--- config.mk ---
export PLATFORM = sky130hd
export DESIGN_NAME = sar_adc_controller
export DESIGN_NICKNAME = d
export VERILOG_FILES = /design/src/rtl/sar_adc_controller_pkg.sv /design/src/rtl/sar_cycle_timer.sv /design/src/rtl/sar_adc_controller.sv
export SDC_FILE = /design/constraint.sdc
export NUM_CORES = 1
export LEC_CHECK = 0
export BUFFER_PORTS_ARGS = -buffer_cell sky130_fd_sc_hd__buf_2
export CORE_MARGIN = 8
export CORE_UTILIZATION = 40
export DETAILED_ROUTE_END_ITERATION = 6
export SETUP_SLACK_MARGIN = 0.4
export SLEW_MARGIN = 25
export SYNTH_ARGS = -nofsm -noshare
export SYNTH_HDL_FRONTEND = slang
export SYNTH_SLANG_ARGS = --single-unit
--- constraint.sdc ---
create_clock -name clk -period 1.7 [get_ports clk]
set_input_delay 0.34 -clock clk [delete_from_list [all_inputs] [get_ports clk]]
set_output_delay 0.34 -clock clk [all_outputs]
set_load 0.005 [all_outputs]
--- src/rtl/sar_adc_controller_pkg.sv ---
// Shared definitions for the SAR conversion controller and its analog-model neighbours.
package sar_pkg;

  localparam int unsigned N_BITS_DEFAULT = 10;

  typedef enum logic [2:0] {
    S_IDLE   = 3'd0,
    S_SAMPLE = 3'd1,
    S_HOLD   = 3'd2,
    S_TRIAL  = 3'd3,
    S_DONE   = 3'd4
  } sar_state_e;

  // hold_ctrl encoding, also understood by sample_and_hold
  localparam logic HC_TRACK = 1'b0;
  localparam logic HC_HOLD  = 1'b1;

  function automatic int unsigned max_u(input int unsigned a, input int unsigned b);
    return (a > b) ? a : b;
  endfunction

endpackage

--- src/rtl/sar_cycle_timer.sv ---
// Loadable down-counter with a zero flag; times the sample and settle intervals.
module sar_cycle_timer #(
  parameter int unsigned W = 3
) (
  input  logic         clk,
  input  logic         rst_n,
  input  logic         load_i,
  input  logic [W-1:0] load_val_i,
  input  logic         en_i,
  output logic         zero_o
);

  logic [W-1:0] count_q;

  always_ff @(posedge clk or negedge rst_n) begin
    if (!rst_n) begin
      count_q <= '0;
    end else if (load_i) begin
      count_q <= load_val_i;
    end else if (en_i && (count_q != '0)) begin
      count_q <= count_q - 1'b1;
    end
  end

  assign zero_o = (count_q == '0);

endmodule

--- src/rtl/sar_adc_controller.sv ---
// SAR conversion sequencer: track/hold control, MSB-first trial codes, bit resolution
// from the comparator, with valid/ready start and result handshakes plus abort.
module sar_adc_controller
  import sar_pkg::*;
#(
  parameter int unsigned N_BITS        = N_BITS_DEFAULT,
  parameter int unsigned SAMPLE_CYCLES = 4,
  parameter int unsigned SETTLE_CYCLES = 1
) (
  input  logic              clk,
  input  logic              reset,
  input  logic              start_valid,
  output logic              start_ready,
  input  logic              abort,
  output logic              hold_ctrl,
  output logic [N_BITS-1:0] dac_code,
  input  logic              cmp_in,
  output logic              busy,
  output logic              result_valid,
  input  logic              result_ready,
  output logic [N_BITS-1:0] result_data
);

  localparam int unsigned TW = $clog2(max_u(SAMPLE_CYCLES, SETTLE_CYCLES)) + 1;
  localparam int unsigned IW = max_u($clog2(N_BITS), 1);

  localparam logic [TW-1:0] SAMPLE_LOAD = TW'(SAMPLE_CYCLES - 1);
  localparam logic [TW-1:0] SETTLE_LOAD = TW'(SETTLE_CYCLES - 1);
  localparam logic [IW-1:0] IDX_MSB     = IW'(N_BITS - 1);

  sar_state_e        state_q, state_d;
  logic [IW-1:0]     idx_q, idx_d;
  logic [N_BITS-1:0] result_q, result_d;

  logic          tmr_load;
  logic [TW-1:0] tmr_val;
  logic          tmr_en;
  logic          tmr_zero;

  sar_cycle_timer #(
    .W (TW)
  ) u_timer (
    .clk        (clk),
    .rst_n      (reset),
    .load_i     (tmr_load),
    .load_val_i (tmr_val),
    .en_i       (tmr_en),
    .zero_o     (tmr_zero)
  );

  always_ff @(posedge clk or negedge reset) begin
    if (!reset) begin
      state_q  <= S_IDLE;
      idx_q    <= '0;
      result_q <= '0;
    end else begin
      state_q  <= state_d;
      idx_q    <= idx_d;
      result_q <= result_d;
    end
  end

  always_comb begin
    state_d  = state_q;
    idx_d    = idx_q;
    result_d = result_q;
    tmr_load = 1'b0;
    tmr_val  = '0;
    tmr_en   = 1'b0;

    unique case (state_q)
      S_IDLE: begin
        if (start_valid && !abort) begin
          tmr_load = 1'b1;
          tmr_val  = SAMPLE_LOAD;
          result_d = '0;
          state_d  = S_SAMPLE;
        end
      end
      S_SAMPLE: begin
        if (tmr_zero) state_d = S_HOLD;
        else          tmr_en  = 1'b1;
      end
      S_HOLD: begin
        idx_d    = IDX_MSB;
        tmr_load = 1'b1;
        tmr_val  = SETTLE_LOAD;
        state_d  = S_TRIAL;
      end
      S_TRIAL: begin
        if (tmr_zero) begin
          result_d[idx_q] = cmp_in;
          if (idx_q == '0) begin
            state_d = S_DONE;
          end else begin
            idx_d    = idx_q - 1'b1;
            tmr_load = 1'b1;
            tmr_val  = SETTLE_LOAD;
          end
        end else begin
          tmr_en = 1'b1;
        end
      end
      S_DONE: begin
        if (result_ready) state_d = S_IDLE;
      end
      default: state_d = S_IDLE;
    endcase

    // abort overrides every transition above and discards the partial/pending result
    if (abort && (state_q != S_IDLE)) begin
      state_d  = S_IDLE;
      result_d = '0;
      tmr_load = 1'b0;
      tmr_en   = 1'b0;
    end
  end

  always_comb begin
    hold_ctrl = HC_HOLD;
    dac_code  = '0;
    unique case (state_q)
      S_IDLE, S_SAMPLE: hold_ctrl = HC_TRACK;
      S_TRIAL:          dac_code  = result_q | (N_BITS'(1) << idx_q);
      S_DONE:           dac_code  = result_q;
      default:          ;
    endcase
  end

  assign start_ready  = (state_q == S_IDLE);
  assign busy         = (state_q != S_IDLE);
  assign result_valid = (state_q == S_DONE);
  assign result_data  = result_q;

endmodule

==> key figures <==
Global route
  – Global-route usage over all layers: between 10% and 20%
  – Global-route wire length before repair: between 7000 and 8000 um
  – Pin count of the biggest net entering global routing: 21
  – Initial antenna violation count: 0
  – Vias in the first global route: 1578
  – Grt total ovfl: 0

STA
  – Unrepaired setup endpoints after global routing: yes
  – Slew headroom: 67.6%
  – Hold WS: approximately 0.32 ns
  – Final-report hold violation count: 0
  – Total negative setup slack: -2.71 ns
  – Worst Skew: ~0.0019 ns
  – Tmin final: 1.90 ns
  – Final setup violation count: 24
  – Final period util: 112%
  – Final WS setup: -0.201 ns
  – Peak Freq: approximately 530 MHz
  – Final Max Tran Viols: 0
  – Worst slew pin tran: between 0.4 and 0.5 ns

Worst setup path
  – Worst Path Max Fanout: 7
  – Data required time of the worst path: between 1 and 1.5 ns
  – Critical Path Sink Type: output port
  – CP max stage cell: dfrtp_2
  – Reg-to-Reg Start: state_q[1]
  – CP Class: reg -> out
  – WP data arrival: between 1.5 and 2 ns
  – Slowest stage delay, CP: ~0.47 ns
  – Worst path cell trace: and3b_2, buf_6, a31oi_1, nor2_2, buf_2
  – Critical Path Start: state_q[0]
  – Startpoint types: flip-flop

Routing
  – Vias per cell: 5.68
  – Iter 0 DRT Violations: 104
  – Drt wl/cell: roughly 19 um
  – Drt first pass iters: 5
  – Vias: 1569
  – Drt total wl: 5240 um
  – Antenna viol nets, final: 0
  – Residual DRC: 0

Clocking
  – CTS tree: yes
  – Cts bufs inserted: 3
  – Worst-Skew Late Latency: about 0.3 ns
  – H-Tree Depth: 1
  – CTS Sinks: 20
  – Clock buffer depth: 2
  – Clock slew at reported path FFs: 0.12 ns
  – CTS root buf: clkbuf_4

Placed design
  – Routability congestion estimate: 0.817
  – Port Buf Inserts: 29
  – Hpwl dp: ~2800 um
  – Placed cell areas: 1720 sq um

Layout
  – Layout Nets: about 240
  – Fillers: 239
  – Ant diodes: 0
  – Post-route cell area: between 2000 and 2500 sq um
  – Share of cells above drive strength 1: 64.3%
  – Area grow syn2layout: 69.3%

Die
  – Die Ht: 74.8 um
  – # IOs: 30
  – Initial Util: approximately two fifths
  – Chip width: around 75 um
  – Row count: 21
  – Full die area: around 5600 sq um
  – Area of the core: 3340 sq um

Synth
  – Warnings, synthesis: 0
  – Top_reg_cell synth: dfrtp_1
  – Flops & latches, synth: 20
  – Syn nets: between 150 and 200
  – Synthesized area per cell: 8.60 sq um
  – Post-synth EDFFs: 0
  – Sequential-to-total area share from yosys stat: roughly 36%
  – Synth cell types: 42
  – Post-Synthesis Cells: approximately 160
  – Synth async-reset ratio: between 90% and 100%
  – Mapped Area: around 1400 sq um

Outcome
  – Outcome: finished with violations
  – Violated checks: setup timing

Hold path
  – Hold Path Class: in -> reg
  – HP Start: result_ready

Power and ir drop
  – Pleak: slightly below 1 nW
  – Power Total: about 2.3 mW
  – Power Dens Cells: 982 nW/um^2
  – VDD IR max: slightly above 700 uV

Job
  – Max-cap viol count: 0
-- logic make-up (layout without fill, tap and decap cells) --
group	after synthesis	after routing	synth area share (%)
xor gates and xnor gates	1	1	0.632
DFF	20	20	36.1
and+or+nand+nor	66	66	27.2
AOI/OAI and AO/OA	45	46	21.7
adders and majority gates	7	7	6.32
buffers and inverters	22	90	8.04
-- power by group --
part / switching (mW) / total (mW) / internal, mW / leakage, nW
Sequential: 0.0713 / 0.616 / 0.545 / 0.261
Combinational: 0.686 / 1.40 / 0.712 / 0.712
Clock: 0.159 / 0.290 / 0.131 / 0.0210
Total: 0.916 / 2.30 / 1.39 / 0.994
-- routing by layer --
| metal | vias to the layer above | wire [um] | GRT usage [%] | share of wire (%) |
|---|---|---|---|---|
| met4 | 0 | 205 | 8.04 | 3.9 |
| met2 | 61 | 2590 | 29.8 | 50 |
| li1 | 717 | - | - | - |
| met3 | 20 | 261 | 1.86 | 5.0 |
| met5 | - | 0 | 0 | 0 |
| met1 | 771 | 2180 | 21.6 | 42 |
-- synthesized netlist by cell type, types with 2 or more instances --
cell type  instances  share of area, %
buf_6              2               1.6
buf_2              5               1.8
ha_1               7               6.3
a21o_1             2               1.1
o211ai_1           5               2.7
a211oi_1           2               1.1
buf_4              2               1.1
dfrtp_1           20                36
nand3_2            2               1.4
o21ai_0            5               1.8
a21oi_1           11               4.0
o22ai_1            5               2.3
and2_1             3               1.4
nor2b_1            2              0.90
a22oi_1            4               2.2
nand2_1           14               3.8
a31oi_1            5               2.3
nor2_1            12               3.3
nand2b_1           2              0.90
inv_1             11               3.0
and3b_2            2               1.4
nand3_1           18               6.5
-- final cells by class --
type                            instances  area (sq um)  area share, %
Multi-Input combinational cell        120          1090           46.7
Inverter                               12          47.5           2.03
Sequential cell                        20           502           21.4
Tap cell                               46          57.6           2.45
Clock buffer                            4          36.3           1.55
Timing Repair Buffer                   74           607           25.9
-- placed cells by master, fill, tap and decap left out, types with 4 or more instances in the layout --
| master | netlist | final |
|---|---|---|
| buf_2 | 5 | 25 |
| buf_4 | 2 | 24 |
| buf_6 | 2 | 21 |
| dfrtp_1 | 20 | 19 |
| nand2_1 | 14 | 14 |
| nand3_1 | 18 | 13 |
| a21oi_2 | 0 | 10 |
| inv_1 | 11 | 7 |
| nor2_2 | 1 | 6 |
| a22oi_2 | 0 | 5 |
| o211ai_1 | 5 | 5 |
| inv_2 | 1 | 4 |
| nor2_4 | 0 | 4 |
| nand3_2 | 2 | 4 |
| o21ai_1 | 1 | 4 |
-- critical path: cells and delay by family, from the launching register on --
family,cells,cell delay [ns]
flops,1,0.47
buf+inv,2,0.28
compound gates,1,0.19
simple gates,2,0.32
-- metrics by stage --
| stage | instances | worst slack (ns) | util [%] |
|---|---|---|---|
| after floorplan | 161 | 0.0177 | - |
| after global placement | 243 | 0.0543 | 51.6 |
| after detailed placement | 243 | 0.0206 | 51.6 |
| after CTS | 267 | -0.167 | 64.3 |
| after global routing | 276 | -0.251 | 70.3 |
| final | 276 | -0.201 | 70.3 |
-- state kept, by name, summed over array words and instances, names as in the netlist --
| signal | flops |
|---|---|
| state_q | 3 |
| u_timer.count_q | 3 |
| idx_q | 4 |
| result_data | 10 |
-- what timing repair did --
| item | in CTS | in global routing |
|---|---|---|
| pin swaps | 38 | 13 |
| setup endpoints to repair | 34 | 34 |
| cloned | 2 | 0 |
| gates resized for setup | 51 | 29 |
| setup buffers | 17 | 9 |
| endpoints found under the hold margin | 20 | 0 |
| hold buffers | 1 | 0 |
-- worst paths after layout --
path                                        to  slack, ns  cells after the start
worst min register to register  result_data[5]       0.58                      2
max in group asynchronous           state_q[0]       0.82                      2
min in group asynchronous       result_data[5]       0.52                      2
worst max register to register  result_data[0]      -0.13                      8
worst max-delay path               dac_code[3]      -0.20                      5
worst min-delay path                state_q[2]       0.32                      3
Note: power is estimated with default switching activity, not from simulation.
